**src/rtl/regfile_port_arbiter_pkg.sv**
```systemverilog
// Shared definitions for the register-file read-port arbiter.
// Holds default geometry, FSM state encoding and the fixed requester slots.
package regfile_port_arbiter_pkg;

    localparam int NREQ_DEF     = 4;
    localparam int AW_DEF       = 5;
    localparam int DW_DEF       = 32;
    localparam int MAX_LOCK_DEF = 32;

    typedef enum logic {
        ARB    = 1'b0,
        LOCKED = 1'b1
    } arb_state_e;

    // Requester slots: ID stage is fixed-priority slot 0.
    localparam int REQ_ID  = 0;
    localparam int REQ_DBG = 1;
    localparam int REQ_EXC = 2;

endpackage

```
**src/rtl/regfile_port_arbiter_rr_pick.sv**
```systemverilog
// Round-robin picker for requesters 1..NREQ-1 (combinational).
// Ports:
//   req_rr  in  NREQ-1  bit k = request from requester k+1
//   rr_ptr  in  PW      requester index of the last round-robin winner (1..NREQ-1)
//   win_rr  out NREQ-1  one-hot winner, bit k = requester k+1
module regfile_port_arbiter_rr_pick
    import regfile_port_arbiter_pkg::*;
#(
    parameter int NREQ = NREQ_DEF,
    parameter int PW   = $clog2(NREQ)
) (
    input  logic [NREQ-2:0] req_rr,
    input  logic [PW-1:0]   rr_ptr,
    output logic [NREQ-2:0] win_rr
);

    int   last_pos_s;
    logic found_s;

    // Two passes: first the slots after the last winner, then wrap from slot 1.
    always_comb begin
        win_rr     = '0;
        found_s    = 1'b0;
        last_pos_s = int'(rr_ptr) - 1;
        for (int k = 0; k < NREQ - 1; k++) begin
            if (!found_s && req_rr[k] && (k > last_pos_s)) begin
                win_rr[k] = 1'b1;
                found_s   = 1'b1;
            end else begin
                found_s = found_s;
            end
        end
        for (int k = 0; k < NREQ - 1; k++) begin
            if (!found_s && req_rr[k]) begin
                win_rr[k] = 1'b1;
                found_s   = 1'b1;
            end else begin
                found_s = found_s;
            end
        end
    end

endmodule

```
**src/rtl/regfile_port_arbiter.sv**
```systemverilog
// Shares one register-file read port among NREQ requesters.
// Requester 0 has fixed priority, the rest are served round-robin; a
// requester holding lock keeps the port for a burst of up to MAX_LOCK grants.
// Ports:
//   clk, rst   clock (rising edge), asynchronous active-high reset
//   req, lock  per-requester request / burst-lock
//   addr       packed register addresses, requester i at [i*AW +: AW]
//   gnt        one-hot registered grant
//   sel        registered read-mux select
//   rdata_in   read-mux output (combinational from sel)
//   rdata      registered read data, rvalid one-hot owner tag
module regfile_port_arbiter
    import regfile_port_arbiter_pkg::*;
#(
    parameter int NREQ     = NREQ_DEF,
    parameter int AW       = AW_DEF,
    parameter int DW       = DW_DEF,
    parameter int MAX_LOCK = MAX_LOCK_DEF
) (
    input  logic               clk,
    input  logic               rst,
    input  logic [NREQ-1:0]    req,
    input  logic [NREQ-1:0]    lock,
    input  logic [NREQ*AW-1:0] addr,
    output logic [NREQ-1:0]    gnt,
    output logic [AW-1:0]      sel,
    input  logic [DW-1:0]      rdata_in,
    output logic [DW-1:0]      rdata,
    output logic [NREQ-1:0]    rvalid
);

    localparam int PW = $clog2(NREQ);
    localparam int CW = $clog2(MAX_LOCK + 1);

    arb_state_e      state_q, state_d;
    logic [PW-1:0]   rr_ptr_q, rr_ptr_d;
    logic [PW-1:0]   owner_q, owner_d;
    logic [CW-1:0]   lock_cnt_q, lock_cnt_d;
    logic [NREQ-1:0] gnt_q, gnt_d;
    logic [AW-1:0]   sel_q, sel_d;
    logic [DW-1:0]   rdata_q, rdata_d;
    logic [NREQ-1:0] rvalid_q, rvalid_d;

    logic [NREQ-2:0] rr_win_s;
    logic [PW-1:0]   rr_idx_s;
    logic            own_req_s;
    logic            own_lock_s;
    logic            arb_mode_s;
    logic [PW-1:0]   win_idx_s;
    logic            win_vld_s;
    logic            win_lock_s;
    logic [CW-1:0]   cnt_inc_s;

    regfile_port_arbiter_rr_pick #(
        .NREQ (NREQ),
        .PW   (PW)
    ) u_rr_pick (
        .req_rr (req[NREQ-1:1]),
        .rr_ptr (rr_ptr_q),
        .win_rr (rr_win_s)
    );

    // Encode the round-robin winner and look up the lock owner's req/lock bits.
    always_comb begin
        rr_idx_s   = '0;
        own_req_s  = 1'b0;
        own_lock_s = 1'b0;
        for (int k = 0; k < NREQ - 1; k++) begin
            rr_idx_s = rr_win_s[k] ? PW'(k + 1) : rr_idx_s;
        end
        for (int k = 0; k < NREQ; k++) begin
            own_req_s  = (owner_q == PW'(k)) ? req[k]  : own_req_s;
            own_lock_s = (owner_q == PW'(k)) ? lock[k] : own_lock_s;
        end
    end

    // A locked owner that dropped lock hands the decision back to normal arbitration.
    assign arb_mode_s = (state_q == ARB) || !own_lock_s;
    assign cnt_inc_s  = (lock_cnt_q == CW'(MAX_LOCK)) ? lock_cnt_q : lock_cnt_q + CW'(1);

    // Arbitration FSM: pick a winner, update pointer/lock state, form grant and select.
    always_comb begin
        state_d    = state_q;
        rr_ptr_d   = rr_ptr_q;
        owner_d    = owner_q;
        lock_cnt_d = lock_cnt_q;
        gnt_d      = '0;
        sel_d      = sel_q;
        win_idx_s  = '0;
        win_vld_s  = 1'b0;
        win_lock_s = 1'b0;

        if (arb_mode_s) begin
            state_d    = ARB;
            lock_cnt_d = '0;
            if (req[0]) begin
                // ID stage wins; round-robin pointer is left alone.
                win_idx_s = '0;
                win_vld_s = 1'b1;
            end else if (|rr_win_s) begin
                win_idx_s = rr_idx_s;
                win_vld_s = 1'b1;
                rr_ptr_d  = rr_idx_s;
            end else begin
                win_vld_s = 1'b0;
            end
            for (int k = 0; k < NREQ; k++) begin
                win_lock_s = (win_idx_s == PW'(k)) ? lock[k] : win_lock_s;
            end
            if (win_vld_s && win_lock_s && (MAX_LOCK > 1)) begin
                state_d    = LOCKED;
                owner_d    = win_idx_s;
                lock_cnt_d = CW'(1);
            end else begin
                owner_d = owner_q;
            end
        end else begin
            if (own_req_s) begin
                win_idx_s  = owner_q;
                win_vld_s  = 1'b1;
                lock_cnt_d = cnt_inc_s;
                // The grant reaching MAX_LOCK ends the burst; the owner re-competes next cycle.
                if (cnt_inc_s == CW'(MAX_LOCK)) begin
                    state_d    = ARB;
                    lock_cnt_d = '0;
                end else begin
                    state_d = LOCKED;
                end
            end else begin
                // Gap in a locked burst: no grant, lock kept.
                win_vld_s = 1'b0;
            end
        end

        for (int k = 0; k < NREQ; k++) begin
            if (win_vld_s && (win_idx_s == PW'(k))) begin
                gnt_d[k] = 1'b1;
                sel_d    = addr[k*AW +: AW];
            end else begin
                gnt_d[k] = gnt_d[k];
            end
        end
    end

    // Read return path: rvalid is the grant one cycle later, rdata only moves with it.
    always_comb begin
        rvalid_d = gnt_q;
        if (|gnt_q) begin
            rdata_d = rdata_in;
        end else begin
            rdata_d = rdata_q;
        end
    end

    // State and output registers.
    always_ff @(posedge clk or posedge rst) begin
        if (rst) begin
            state_q    <= ARB;
            rr_ptr_q   <= PW'(NREQ - 1);
            owner_q    <= '0;
            lock_cnt_q <= '0;
            gnt_q      <= '0;
            sel_q      <= '0;
            rdata_q    <= '0;
            rvalid_q   <= '0;
        end else begin
            state_q    <= state_d;
            rr_ptr_q   <= rr_ptr_d;
            owner_q    <= owner_d;
            lock_cnt_q <= lock_cnt_d;
            gnt_q      <= gnt_d;
            sel_q      <= sel_d;
            rdata_q    <= rdata_d;
            rvalid_q   <= rvalid_d;
        end
    end

    assign gnt    = gnt_q;
    assign sel    = sel_q;
    assign rdata  = rdata_q;
    assign rvalid = rvalid_q;

endmodule

```
**config.mk**
```make
export PLATFORM = sky130hd
export DESIGN_NAME = regfile_port_arbiter
export DESIGN_NICKNAME = d
export VERILOG_FILES = /design/src/rtl/regfile_port_arbiter_pkg.sv /design/src/rtl/regfile_port_arbiter_rr_pick.sv /design/src/rtl/regfile_port_arbiter.sv
export SDC_FILE = /design/constraint.sdc
export NUM_CORES = 1
export LEC_CHECK = 0
export BUFFER_PORTS_ARGS = -buffer_cell sky130_fd_sc_hd__buf_2
export CORE_MARGIN = 5
export CORE_UTILIZATION = 27
export CTS_CLUSTER_DIAMETER = 60
export CTS_CLUSTER_SIZE = 40
export DETAILED_ROUTE_END_ITERATION = 8
export SKIP_LAST_GASP = 1
export SLEW_MARGIN = 20
export SYNTH_ARGS = -nofsm -noshare
export SYNTH_HDL_FRONTEND = slang
export SYNTH_SLANG_ARGS = --single-unit
export TNS_END_PERCENT = 30
```
**constraint.sdc**
```tcl
create_clock -name clk -period 2.4 [get_ports clk]
set_clock_uncertainty 0.2 [all_clocks]
set_input_delay 0.48 -clock clk [delete_from_list [all_inputs] [get_ports clk]]
set_output_delay 0.48 -clock clk [all_outputs]
set_load 0.05 [all_outputs]
```
After elaboration in Yosys (flattened, before gate mapping) --
Cells that the tools add are included.
Word-level totals: output and inout bits 45, input bits 62, bits in registers 56
Operators by class: muxes and demuxes 52, reductions and logical operators 29, bitwise logic cells 2, equality and inequality tests 11, add/sub/neg operators 2, magnitude comparators 3
Operators with widths (count):
- $mux 1 | 37
- $gt 1x32->1 const A | 1
- $gt 2x32->1 const A | 1
- $gt 3x32->1 const A | 1
- $mux 6 | 4
- $mux 5 | 4
- $mux 2 | 7
- $logic_and 1x1->1 | 13
- $eq 2x2->1 const B | 6
- $eq 6x6->1 const B | 2
- $add 6x1->6 const B | 1
- $eq 2x1->1 const B | 3
- $logic_not 1->1 | 6
- $logic_not 2->1 | 3
- $reduce_bool 4->1 | 1
- $reduce_or 4->1 | 1
- $reduce_and 3->1 | 1
- $reduce_or 3->1 | 1
- $sub 2x1->3 const B | 1
- $not 1->1 | 2
- $reduce_and 2->1 | 1
- $reduce_bool 2->1 | 1
- $logic_or 1x1->1 | 1

Logic depth before layout (Yosys ltp) --
word-level depth 33, mapped depth 7

Cells and area by module --
Synthesis repeated with hierarchy kept, for this count alone.
Second synthesis, totals: cell total of the unflattened synthesis 232, area total of the unflattened synthesis 2733.9 sq um
By module, submodules not included:
- regfile_port_arbiter | times used 1, sequential area each 1403.8 sq um, area each 2661.3 sq um, cells an instance 222
- regfile_port_arbiter_rr_pick | times used 1, sequential area each 0.0 sq um, area each 72.6 sq um, cells an instance 10

Worst setup path after synthesis --
No wires, ideal clock.
path kind input port to flip-flop, start point input req[3], end point register sel_q[1] (netlist: sel[1]), cell stages on the path 5, library setup time 0.144 ns, setup slack 0.400 ns, data required time 2.056 ns, arrival time 1.656 ns, cells stage by stage buf_2 -> mux4_2 -> buf_2 -> a31oi_2 -> o221ai_1
Between the ends: cells in the longest elaborated chain, start to end 22, elaborated cells on any way between the ends 42, classes of those cells eq/ne (3); mux (24); reduce/logical (15)
Ends and longest elaborated chain:
- start, declared | line regfile_port_arbiter.sv:22 | input logic [NREQ-1:0] req,
- $logic_and 1x1->1 (2 in series) | line regfile_port_arbiter_rr_pick.sv:26 | if (!found_s && req_rr[k] && (k > last_pos_s)) begin
- $mux 1 | line regfile_port_arbiter_rr_pick.sv:26
- $logic_not 1->1 | line regfile_port_arbiter_rr_pick.sv:34 | if (!found_s && req_rr[k]) begin
- $logic_and 1x1->1 | line regfile_port_arbiter_rr_pick.sv:34
- $mux 1 | line regfile_port_arbiter_rr_pick.sv:34
- $logic_not 1->1 | line regfile_port_arbiter_rr_pick.sv:34
- $logic_and 1x1->1 | line regfile_port_arbiter_rr_pick.sv:34
- $mux 1 | line regfile_port_arbiter_rr_pick.sv:34
- (+2 left out)
- $mux 1 | line regfile_port_arbiter_rr_pick.sv:34
- $reduce_or 3->1 or $mux 2 (tied branches) | line regfile_port_arbiter.sv:100, regfile_port_arbiter.sv:69
- $mux 2 | line regfile_port_arbiter.sv:100 | end else if (|rr_win_s) begin
- $mux 2 | line regfile_port_arbiter.sv:96 | if (req[0]) begin
- $mux 2 (2 in series) | line regfile_port_arbiter.sv:93 | if (arb_mode_s) begin
- $eq 2x1->1 | line regfile_port_arbiter.sv:136 | if (win_vld_s && (win_idx_s == PW'(k))) begin
- $logic_and 1x1->1 | line regfile_port_arbiter.sv:136
- $mux 5 (3 in series) | line regfile_port_arbiter.sv:136
- end signal, assigned | line regfile_port_arbiter.sv:172 | sel_q <= sel_d;
- end, declared | line regfile_port_arbiter.sv:40 | logic [AW-1:0] sel_q, sel_d;
Parallel ways exist; a longest one is shown, timed or not. The select of a mux whose other input is x is not followed. A chain may end at the register's enable or synchronous reset.

Worst setup path after layout --
start point register owner_q[1], end point register sel_q[2] (netlist: sel[2])
Between the ends: cells in the longest elaborated chain, start to end 13, elaborated cells on any way between the ends 30, classes of those cells eq/ne (6); mux (15); reduce/logical (9)
Ends and longest elaborated chain:
- start, declared | line regfile_port_arbiter.sv:37 | logic [PW-1:0] owner_q, owner_d;
- start signal, assigned | line regfile_port_arbiter.sv:169 | owner_q <= owner_d;
- $logic_not 2->1 | line regfile_port_arbiter.sv:72, regfile_port_arbiter.sv:73
- $mux 1 (4 in series) | line regfile_port_arbiter.sv:73 | own_lock_s = (owner_q == PW'(k)) ? lock[k] : own_lock_s;
- $logic_not 1->1 | line regfile_port_arbiter.sv:78 | assign arb_mode_s = (state_q == ARB) || !own_lock_s;
- $logic_or 1x1->1 | line regfile_port_arbiter.sv:78
- $mux 2 | line regfile_port_arbiter.sv:93
- $eq 2x1->1 | line regfile_port_arbiter.sv:136
- $logic_and 1x1->1 | line regfile_port_arbiter.sv:136
- $mux 5 (3 in series) | line regfile_port_arbiter.sv:136
Parallel ways exist; a longest one is shown, timed or not.

==> results.txt <==
Max Fclk = 455 MHz
Die Width = 111 um
vias = 2057
total power = 5360 uW
Layout Area Growth over Synthesis = 29.1%
Sink Count = 56
Ys Warns = 0
DR DRC count = 0
worst slew pin tran = 0.542 ns
Slew Viols, Final = 0
worst setup path category = flop to flop
setup slack after layout = 0.202 ns
Die Y = 111 um
input/output buffers = 106
critical path startpoint category = flop
Cell Rows = 36
gr usage total = 10.2%
Max-Cap Viols = 0
EDFF count, synth = 0
largest net degree at the start of global routing = 57
Yosys reg bits = 56
Fin Setup TNS = 0 ns
fill count = 1036
CTS Root Cell = clkbuf_8
HPWL Detailed = 4860 um
core footprint = 9820 um2
io pins = 107
dpl cells = 449
initial antenna violation count = 0
WP data arrival = 2.17 ns
CTS tree = done
async set or reset register ratio after synthesis = 100%
hold buffer count at CTS = 0
Setup-failing EPs final = 0
Reg clk slew, reported paths = 0.10 ns
drt first pass iters = 4
total global routing overflow = 0
Starting DRT DRC Count = 76
Yosys cell types = 56
Post-Syn Instances = 217
Static Leak = 0.00161 uW
Hold Fails Final Rpt = 0
Peak VDD IR = 0.518 mV
wire length of the first global-routing pass = 10500 um
unrepaired setup endpoints after global routing = false
post-DR vias/cell = 4.50
wire per inst = 13.9 um
r2r worst-path depth = 5
crit path time final = 2.20 ns
starting density of the core = 27.9%
Hold Path Class = input port to asynchronous set/reset pin
Crit path required time = 2.37 ns
Max Root-Sink Buffers = 2
commonest non-fill, non-tap cell in the layout = buf_2
sequential element share of the synthesized area = 51.3%
Post-Synthesis Cell Area = 2740 um2
Synth Flop Type = dfrtp_1
fin nets = 387
fraction of layout cells with a size suffix above 1 = 52.2%
insertion delay to the later sink of the worst-skew pair = 0.30 ns
Diodes inserted = 0
fin cells = 457
gp weighted congestion = 0.826
vias in the first global route = 2161
cts repair resizes = 0
Detail Route Antenna Nets = 0
Relative slew margins = 63.8%
most frequent cells in the layout = buf_2, dfrtp_1, mux2_2
Place WS = 0.0987 ns
cell area power density = 1520 nW/um2
routed wire length = 6360 um
H-tree lvl count = 2
syn_nets = 281
status = complete, no violations
CTS Buf Count = 5
Post-CTS Setup Bufs = 0
Worst Path Max Fanout = 19
Syn Area/Cell = 12.6 um2
DIE AREA = 12300 um2
Worst Setup End Kind = flop
final cycle utilization of the critical path = 91.6%
cells in the mapped netlist (all sizes together) (2+ instances only):
cell type / n / area, um2
nor3: 3 / 15.0
nand4: 3 / 18.8
nand2b: 2 / 12.5
or2: 2 / 12.5
nor2: 13 / 51.3
xor2: 2 / 17.5
a31oi: 3 / 25.0
buf: 8 / 55.1
dfstp: 2 / 52.6
ha: 2 / 25.0
o221ai: 5 / 43.8
dfrtp: 54 / 1350
nor4: 2 / 18.8
a21oi: 4 / 31.3
inv: 5 / 18.8
mux2i: 9 / 115
o2bb2ai: 2 / 36.3
nor3b: 3 / 27.5
mux2: 36 / 409
nor2b: 7 / 43.8
o21ai: 10 / 50.0
xnor2: 4 / 35.0
nand3: 2 / 10.0
nand2: 14 / 55.1
o22ai: 2 / 12.5
o21bai: 2 / 18.8
per-layer routing:
| layer | part of all wire (%) | vias up | global-route usage [%] | wire length (um) |
|---|---|---|---|---|
| li1 | - | 999 | - | - |
| met1 | 44 | 991 | 12.6 | 2810 |
| met2 | 49 | 65 | 17.6 | 3140 |
| met3 | 6.2 | 2 | 3.28 | 391 |
| met4 | 0.27 | 0 | 1.72 | 17 |
| met5 | 0 | - | 0 | 0 |
state kept, by name, indices dropped and copies added, names as in the netlist:
signal      flops
gnt             4
owner_q         2
sel             5
rvalid          4
state_q         1
rdata          32
rr_ptr_q        2
lock_cnt_q      6
worst max-delay path, stage by stage, from the launching register on:
cell	delay, ns
dfrtp_1	0.55
mux2i_4	0.38
nor3_1	0.12
a21oi_4	0.42
mux2i_1	0.25
o221ai_1	0.14
kinds of logic (layout without fill, tap and decap cells):
logic type	Yosys count	count (layout)	share of synthesized area (%)
compound gates	38	38	12.3
xor+xnor	6	6	1.92
fa+ha+maj	2	2	0.914
buf+inv	14	121	2.83
flops	56	56	51.3
mux	46	46	20.0
simple gates	55	55	10.7
through the flow:
step / cell area (um2) / utilization [%] / hold WS [ns]
floorplan: 2740 / - / 0.268
global placement: 3410 / 34.7 / 0.244
detailed placement: 3410 / 34.7 / 0.255
CTS: 3530 / 36.0 / 0.0314
global route: 3530 / 36.0 / 0.0446
finish: 3530 / 36.0 / 0.00795
where the power goes:
group | internal, uW | total (uW) | switching [uW]
clock | 342 | 647 | 305
sequential | 1370 | 1640 | 269
combinational | 955 | 3070 | 2120
total | 2670 | 5360 | 2690
path summary, 6_finish.rpt:
| check | slack, ns | endpoint | startpoint |
|---|---|---|---|
| min in group clk | 0.18 | rdata[8] | rdata_in[8] |
| max in group asynchronous | 1.67 | rr_ptr_q[1] | rst |
| max reg2reg | 0.20 | sel[2] | owner_q[1] |
| min | 0.008 | rdata[8] | rst |
| max | 0.20 | sel[2] | owner_q[1] |
| min reg2reg | 0.28 | rvalid[2] | gnt[2] |
area by class of cell:
type | instances | area (um2) | area share [%]
clock buffer | 6 | 82.6 | 2.34
clock inverter | 2 | 38.8 | 1.10
inverter | 5 | 18.8 | 0.531
multi-input combinational | 147 | 1260 | 35.8
sequential | 56 | 1400 | 39.7
tap | 133 | 166 | 4.71
timing repair buffer | 108 | 558 | 15.8
Power figures use the tool's default switching activity.
